File: config.mk
export PLATFORM = sky130hd
export DESIGN_NAME = btn_counter
export DESIGN_NICKNAME = d
export VERILOG_FILES = /design/src/rtl/display_pkg.sv /design/src/rtl/btn_counter_debounce.sv /design/src/rtl/btn_counter.sv
export SDC_FILE = /design/constraint.sdc
export NUM_CORES = 1
export LEC_CHECK = 0
export CORE_UTILIZATION = 40
export CTS_CLUSTER_DIAMETER = 200
export CTS_CLUSTER_SIZE = 40
export DETAILED_ROUTE_END_ITERATION = 16
export HOLD_SLACK_MARGIN = 0.06
export PLACE_DENSITY = 0.65
export SYNTH_ARGS = -nofsm -noshare
export SYNTH_HDL_FRONTEND = slang
export SYNTH_SLANG_ARGS = --single-unit
File: constraint.sdc
create_clock -name clk -period 3.6 [get_ports clk]
set_input_delay 0.9 -clock clk [delete_from_list [all_inputs] [get_ports clk]]
set_output_delay 0.9 -clock clk [all_outputs]
set_load 0.02 [all_outputs]
File: src/rtl/display_pkg.sv
// Shared definitions for the button-driven display counter: digit width,
// default count limit and the debounce FSM state type.
package display_pkg;

  localparam int DIGIT_W           = 4;
  localparam int DEFAULT_MAX_COUNT = 7;

  typedef enum logic [1:0] {
    IDLE         = 2'd0,
    WAIT_PRESS   = 2'd1,
    PRESSED      = 2'd2,
    WAIT_RELEASE = 2'd3
  } db_state_t;

endpackage

File: src/rtl/btn_counter_debounce.sv
// debounce: 2-flop synchronizer, press/release debounce FSM and a registered
// single-cycle press pulse for one raw pushbutton.
module debounce
  import display_pkg::*;
#(
  parameter int DEBOUNCE_CYCLES = 500000
) (
  input  logic clk,
  input  logic rst_n,
  input  logic btn,
  output logic press
);

  localparam int CW = $clog2(DEBOUNCE_CYCLES + 1);
  localparam logic [CW-1:0] CNT_MAX = CW'(DEBOUNCE_CYCLES);

  logic [1:0]    sync_q;
  logic          synced;
  db_state_t     state, state_next;
  logic [CW-1:0] cnt, cnt_next, cnt_inc;
  logic          done;
  logic          press_next;

  // Two-stage synchronizer for the asynchronous button level.
  // NOTE: sequential state uses non-blocking assignments so every flop samples
  // pre-edge values; blocking here would collapse the two stages into one.
  always_ff @(posedge clk or negedge rst_n) begin
    if (!rst_n) sync_q <= '0;
    else        sync_q <= {sync_q[0], btn};
  end

  assign synced = sync_q[1];

  // Saturating increment; done means this cycle is the last required stable one.
  assign cnt_inc = (cnt == CNT_MAX) ? cnt : cnt + CW'(1);
  assign done    = (cnt_inc == CNT_MAX);

  // State, stability counter and press pulse registers.
  always_ff @(posedge clk or negedge rst_n) begin
    if (!rst_n) begin
      state <= IDLE;
      cnt   <= '0;
      press <= 1'b0;
    end else begin
      state <= state_next;
      cnt   <= cnt_next;
      press <= press_next;
    end
  end

  // Next-state logic; the pulse fires only when a press is freshly qualified,
  // so a bounce during release that returns to PRESSED does not re-count.
  always_comb begin
    // NOTE: every output gets a default first so no path leaves it unassigned
    // and no latch is inferred.
    state_next = state;
    cnt_next   = cnt;
    press_next = 1'b0;
    unique case (state)
      IDLE: begin
        cnt_next = '0;
        if (synced) begin
          if (done) begin
            state_next = PRESSED;
            press_next = 1'b1;
          end else begin
            state_next = WAIT_PRESS;
            cnt_next   = cnt_inc;
          end
        end
      end
      WAIT_PRESS: begin
        if (!synced) begin
          state_next = IDLE;
          cnt_next   = '0;
        end else if (done) begin
          state_next = PRESSED;
          cnt_next   = '0;
          press_next = 1'b1;
        end else begin
          cnt_next = cnt_inc;
        end
      end
      PRESSED: begin
        cnt_next = '0;
        if (!synced) begin
          if (done) begin
            state_next = IDLE;
          end else begin
            state_next = WAIT_RELEASE;
            cnt_next   = cnt_inc;
          end
        end
      end
      WAIT_RELEASE: begin
        if (synced) begin
          state_next = PRESSED;
          cnt_next   = '0;
        end else if (done) begin
          state_next = IDLE;
          cnt_next   = '0;
        end else begin
          cnt_next = cnt_inc;
        end
      end
      default: begin
        state_next = IDLE;
        cnt_next   = '0;
      end
    endcase
  end

endmodule

File: src/rtl/btn_counter.sv
// btn_counter: up/down pushbutton counter with wrap pulse and synchronous clear.
// Optional feature: define AUTO_COUNT_EN to add the auto_en port and a
// TICK_DIV-cycle prescaler whose ticks act as extra up presses.
module btn_counter
  import display_pkg::*;
#(
  parameter int DEBOUNCE_CYCLES = 500000,
  parameter int MAX_COUNT       = DEFAULT_MAX_COUNT,
  parameter int TICK_DIV        = 50000000
) (
  input  logic               clk,
  input  logic               rst_n,
  input  logic               btn_up,
  input  logic               btn_down,
  input  logic               clr,
`ifdef AUTO_COUNT_EN
  input  logic               auto_en,
`endif
  output logic [DIGIT_W-1:0] counter,
  output logic               wrap
);

  localparam logic [DIGIT_W-1:0] MAX_C = DIGIT_W'(MAX_COUNT);

  // An out-of-range configuration shows up as this block in the elaborated
  // hierarchy, which makes it easy to spot in a netlist review.
  if (MAX_COUNT < 1 || MAX_COUNT > 15 || TICK_DIV < 1 || DEBOUNCE_CYCLES < 1) begin : g_illegal_params
  end

  logic up_press, down_press;
  logic tick;
  logic up_p, down_p;

  debounce #(.DEBOUNCE_CYCLES(DEBOUNCE_CYCLES)) u_up (
    .clk   (clk),
    .rst_n (rst_n),
    .btn   (btn_up),
    .press (up_press)
  );

  debounce #(.DEBOUNCE_CYCLES(DEBOUNCE_CYCLES)) u_down (
    .clk   (clk),
    .rst_n (rst_n),
    .btn   (btn_down),
    .press (down_press)
  );

`ifdef AUTO_COUNT_EN
  localparam int PW = $clog2(TICK_DIV + 1);
  localparam logic [PW-1:0] PRESC_LAST = PW'(TICK_DIV - 1);

  logic [PW-1:0] presc;

  assign tick = auto_en && (presc == PRESC_LAST);

  // Prescaler: free-runs while enabled, restarts on disable or clear.
  always_ff @(posedge clk or negedge rst_n) begin
    if (!rst_n)                presc <= '0;
    else if (!auto_en || clr)  presc <= '0;
    else if (tick)             presc <= '0;
    else                       presc <= presc + PW'(1);
  end
`else
  assign tick = 1'b0;
`endif

  assign up_p   = up_press | tick;
  assign down_p = down_press;

  // Count register: clear wins, simultaneous up/down cancel, wrap at the ends.
  always_ff @(posedge clk or negedge rst_n) begin
    if (!rst_n) begin
      counter <= '0;
      wrap    <= 1'b0;
    end else begin
      wrap <= 1'b0;
      if (clr) begin
        counter <= '0;
      end else if (up_p && !down_p) begin
        if (counter >= MAX_C) begin
          counter <= '0;
          wrap    <= 1'b1;
        end else begin
          counter <= counter + DIGIT_W'(1);
        end
      end else if (down_p && !up_p) begin
        if (counter == '0) begin
          counter <= MAX_C;
          wrap    <= 1'b1;
        end else begin
          counter <= counter - DIGIT_W'(1);
        end
      end
    end
  end

endmodule

* Word level (Yosys, flattened, before mapping)
Index checks and enable logic that the tools add are counted. W data, S select, Z words.
Storage, ports and cells: bits in registers 53, bits of input ports 5, word-level logic and storage cells 91
Cells by class: $add $sub $neg 4, order comparisons 1, equal/unequal tests 18, mux-type cells 44, reduce and logical (&&, ||, !) cells 14
Operators by type and width (number):
- $mux W19 | 8
- $eq A19 B19 Y1 const B | 4
- $pmux W19 S2 | 2
- $add A19 B1 Y19 const B | 2
- $mux W2 | 16
- $mux W4 | 5
- $pmux W2 S4 | 2
- $mux W1 | 11
- $eq A2 B2 Y1 const B | 4
- $reduce_and A4 Y1 | 2
- $reduce_or A2 Y1 | 4
- $ne A3 B1 Y1 const B | 2
- $ne A3 B3 Y1 const B | 2
- $add A4 B1 Y4 const B | 1
- $eq A2 B1 Y1 const B | 2
- $ge A4 B3 Y1 const B | 1
- $logic_not A2 Y1 | 2
- $logic_not A4 Y1 | 1
- $ne A2 B1 Y1 const B | 2
- $ne A2 B2 Y1 const B | 2
- $sub A4 B1 Y4 const B | 1
- $reduce_bool A3 Y1 | 1
- $logic_and A1 B1 Y1 | 2
- $logic_not A1 Y1 | 2

* Logic depth before layout (Yosys ltp)
depth after elaboration 6, gate-level depth with buffers 9

* By module
Synthesis repeated with hierarchy kept, for this count alone.
Second synthesis, totals: cell total of the unflattened synthesis 366, area, all modules 3387.0 um2
By module, submodules not included:
- debounce | instances 2, cells each 162, area each 1493.9 um2
- btn_counter | instances 1, cells each 42, area each 399.1 um2

* Least setup slack after synthesis
Ideal clock, no wire load.
path type register -> register, start register u_down.cnt[9], end register u_down.cnt[16], arrival time 2300 ps, path slack 1172 ps, stages on the path, launching flop included 9, path buffers 2, period minus slack after synthesis 2428 ps, cell sequence dfrtp_1 clkbuf_1 or4b_1 or3_4 nor3_2 o2111ai_1 o31ai_4 buf_6 nor2_1
Between the ends: cells in the longest elaborated chain, start to end 6, elaborated cells on any way between the ends 8, classes of those cells add/sub: 1; eq/ne: 2; mux: 5
Ends and longest elaborated chain:
- from (decl) | RTL line btn_counter_debounce.sv:20 | logic [CW-1:0] cnt, cnt_next, cnt_inc;
- from (signal assigned) | RTL line btn_counter_debounce.sv:46 | cnt <= cnt_next;
- $add A19 B1 Y19 or $eq A19 B19 Y1 (tied branches) | RTL line btn_counter_debounce.sv:35 | assign cnt_inc = (cnt == CNT_MAX) ? cnt : cnt + CW'(1);
- $mux W19 (*) | RTL line btn_counter_debounce.sv:35
- $eq A19 B19 Y1 | RTL line btn_counter_debounce.sv:36 | assign done = (cnt_inc == CNT_MAX);
- $mux W19 (*)
- $mux W19, on equally long branches | RTL line btn_counter_debounce.sv:86, btn_counter_debounce.sv:73
- $pmux W19 S2 (*) | RTL line btn_counter_debounce.sv:59 | unique case (state)
- named net u_down.cnt_next[16] | RTL line btn_counter_debounce.sv:20
The timed path passes the listed nets; every way through them passes the cells marked *. A chain may end at the register's enable or synchronous reset.

* Worst setup path in the final report
start register u_up.cnt[1], end register u_up.cnt[15]
Between the ends: cells in the longest elaborated chain, start to end 6, elaborated cells on any way between the ends 8, classes of those cells add/sub: 1; eq/ne: 2; mux: 5
Ends and longest elaborated chain (RTL line):
- from (decl) | btn_counter_debounce.sv:20
- from (signal assigned) | btn_counter_debounce.sv:46
- $add A19 B1 Y19 or $eq A19 B19 Y1 (tied branches) | btn_counter_debounce.sv:35
- $mux W19 (*) | btn_counter_debounce.sv:35
- $eq A19 B19 Y1 | btn_counter_debounce.sv:36
- $mux W19 (*)
- $mux W19, on equally long branches | btn_counter_debounce.sv:96, btn_counter_debounce.sv:73
- $pmux W19 S2 (*) | btn_counter_debounce.sv:59
- named net u_up.cnt_next[15] | btn_counter_debounce.sv:20
Marked as above.

==> results.json <==
{
  "relSlewSlack": 0.537,
  "wl_per_cell_um": 14.5,
  "grt_overflow_total": 0,
  "drc": 0,
  "core_um2": 7690,
  "grt_pass1_vias": 2501,
  "final_common_cell": "dfrtp_1",
  "grt_use_total": 0.174,
  "num_antenna_cells": 0,
  "r2r.worst_path.cells": 8,
  "worst-setup-path-type": "reg2reg",
  "path_cells": "ha_1, nand4_1, nor4_1, xor2_1, o211ai_1, nor4b_4, buf_4, nor3_1",
  "worstReg2RegStart": "u_up.cnt[1]",
  "worst_setup_path_end_kind": "flop",
  "num_io_pins": 10,
  "ys_seq_area_frac": 0.403,
  "r2r_setup_slack_ps": 760,
  "cts_resized": 0,
  "die_h_um": 91.0,
  "setup_tns_ps": 0,
  "worst_setup_path_start_kind": "flop",
  "cts_tree": "yes",
  "finalSetupViolCount": 0,
  "status": "completed",
  "cts_hold_buf": 0,
  "grt_antenna_before_repair": 0,
  "synthToLayoutAreaGrowth_pct": 9.28,
  "peakVddDrop_v": 0.000131,
  "die_w_um": 91.0,
  "rsz0062_at_grt": "false",
  "timing.final.crit_share": 0.790,
  "holdPathStages": 0,
  "avgViaCountPerCell": 5.58,
  "netlist_top_cells_area": "dfrtp_1 40%, xnor2_1 5.5%, xor2_1 5.3%",
  "drive_above_1_share": 0.0747,
  "hold_class": "reg2reg",
  "postSynthCellCount": 340,
  "root_buffer": "clkbuf_8",
  "synth_edf_count": 0,
  "clock-sinks": 51,
  "grt_pass1_wl_mm": 11.7,
  "ys_warn_count": 0,
  "async_flop_share": 1.00,
  "slowest_stage": "nor4b_4",
  "path_max_fanout": 9,
  "cp.required_ps": 3780,
  "wirelength_mm": 6.52,
  "post_cts.repair.setup_buffers": 0,
  "grt_max_degree": 28,
  "leakagePower_nw": 1.43,
  "fin_crit_ps": 2840,
  "numCtsBuffers": 5,
  "fin_total_pwr_mw": 1.08,
  "fin_nets": 359,
  "clk-insertion-delay-late_ps": 310,
  "syn_avg_cell_area_um2": 9.32,
  "worstHoldStart": "u_up.sync_q[0]",
  "max_stage_delay_ps": 570,
  "synth.ff_latch_count": 51,
  "maxCapViolations": 0,
  "drt_iter0_drc": 189,
  "dr.pass1.iters": 5,
  "synth.cell_area_um2": 3170,
  "yosys.area.top_type_share": 0.403,
  "die-area_um2": 8280,
  "worst_slew_pin_slew_ps": 694,
  "skew_ps": 14.9,
  "clk_path_buf_depth": 2,
  "final_cell_mix": "51 x dfrtp_1, 40 x nor2_1, 21 x nand2_1, 20 x xnor2_1, 20 x nor3_1",
  "num_vias": 2510,
  "ctsHtreeMaxLevel": 2,
  "clock.fmax_ghz": 0.352,
  "port_buffers": 9,
  "post-dp-hpwl_mm": 4.66,
  "row_count": 32,
  "r2r-end": "u_up.cnt[15]",
  "synth-main-ff-cell": "dfrtp_1",
  "clkTransAtPathRegs_ps": 90,
  "maxSlewViolCount": 0,
  "whs_endpoint": "u_up.sync_q[1]",
  "initial_core_util": 0.412,
  "power.density_nw_per_um2": 311,
  "hold_viol_final": 0,
  "syn-num-nets": 352,
  "ant_nets": 0,
  "gp_congestion": 0.840,
  "synth_top_area_cell": "dfrtp_1",
  "yosysUniqueCellTypes": 55,
  "arrival_ps": 3030
}
==> cell families after synthesis <==
family | after synthesis | share of synthesized area
buffers and inverters | 25 | 0.0340
xor gates and xnor gates | 39 | 0.108
DFF | 51 | 0.403
and+or+nand+nor | 171 | 0.310
AOI/OAI and AO/OA | 39 | 0.0900
adders and majority gates | 7 | 0.0276
muxes | 8 | 0.0273
==> worst max-delay path: cells and delay by family, from the launching register on <==
| family | cells | cell delay (ps) |
|---|---|---|
| simple gates | 4 | 1210 |
| flops | 1 | 450 |
| fa+ha+maj | 1 | 310 |
| xor+xnor | 1 | 270 |
| buf+inv | 1 | 270 |
| compound gates | 1 | 210 |
==> how the worst max path moves through the flow <==
stage | from | endpoint | slack [ps] | depth (start not counted)
floorplan | u_down.cnt[9] | u_down.cnt[16] | 1170 | 8
global placement | u_up.cnt[1] | u_up.cnt[12] | 820 | 8
detailed placement | u_up.cnt[1] | u_up.cnt[10] | 830 | 8
CTS | u_up.cnt[1] | u_up.cnt[10] | 760 | 8
global route | u_up.cnt[1] | u_up.cnt[7] | 490 | 8
finish | u_up.cnt[1] | u_up.cnt[15] | 760 | 8
==> cell type report <==
type                            count  area [µm²]
Fill cell                         752        4230
Multi-Input combinational cell    264        1780
Sequential cell                    51        1280
Tap cell                          102         128
Timing Repair Buffer               12         108
Clock buffer                        6        82.6
Inverter                           13        48.8
Clock inverter                      2        35.0
==> synthesized netlist by cell type, drive strengths merged, types with 3 or more instances <==
| master | count |
|---|---|
| a21oi | 10 |
| a22o | 5 |
| a31oi | 3 |
| and2 | 4 |
| and3 | 14 |
| and4 | 7 |
| buf | 4 |
| clkbuf | 8 |
| dfrtp | 51 |
| ha | 7 |
| inv | 13 |
| mux2i | 6 |
| nand2 | 21 |
| nand2b | 4 |
| nand3 | 13 |
| nand4 | 13 |
| nor2 | 40 |
| nor2b | 6 |
| nor3 | 21 |
| nor4 | 6 |
| nor4b | 3 |
| o211ai | 3 |
| o21ai | 5 |
| or2 | 6 |
| or4 | 3 |
| xnor2 | 20 |
| xor2 | 19 |
==> flip-flops by register name, indices dropped and copies added (netlist names) <==
register       flops
u_down.press       1
u_up.press         1
u_up.state         1
u_up.sync_q        2
counter            4
wrap               1
u_up.cnt          19
u_down.cnt        19
u_down.sync_q      2
u_down.state       1
==> per-stage QoR <==
step	instances	hold slack, ps	instance area, µm²	worst slack [ps]	util
2_1_floorplan	340	331	3170	1170	-
4_1_cts	450	359	3460	764	0.450
6_report	450	355	3460	755	0.450
3_3_place_gp	442	336	3340	817	0.435
5_1_grt	450	375	3460	493	0.450
3_5_place_dp	442	339	3340	832	0.435
==> layer usage <==
| layer | global-route usage | share of wire | vias up |
|---|---|---|---|
| met5 | 0 | 0 | - |
| met4 | 0.0675 | 0.018 | 0 |
| met3 | 0.0352 | 0.035 | 14 |
| met2 | 0.265 | 0.46 | 66 |
| met1 | 0.242 | 0.49 | 1198 |
| li1 | - | - | 1232 |
==> power by group <==
part           internal, mW  switching [mW]
combinational        0.0229          0.0415
sequential            0.580          0.0122
clock                 0.225           0.194
total                 0.828           0.248
(Power assumes the default switching activity.)
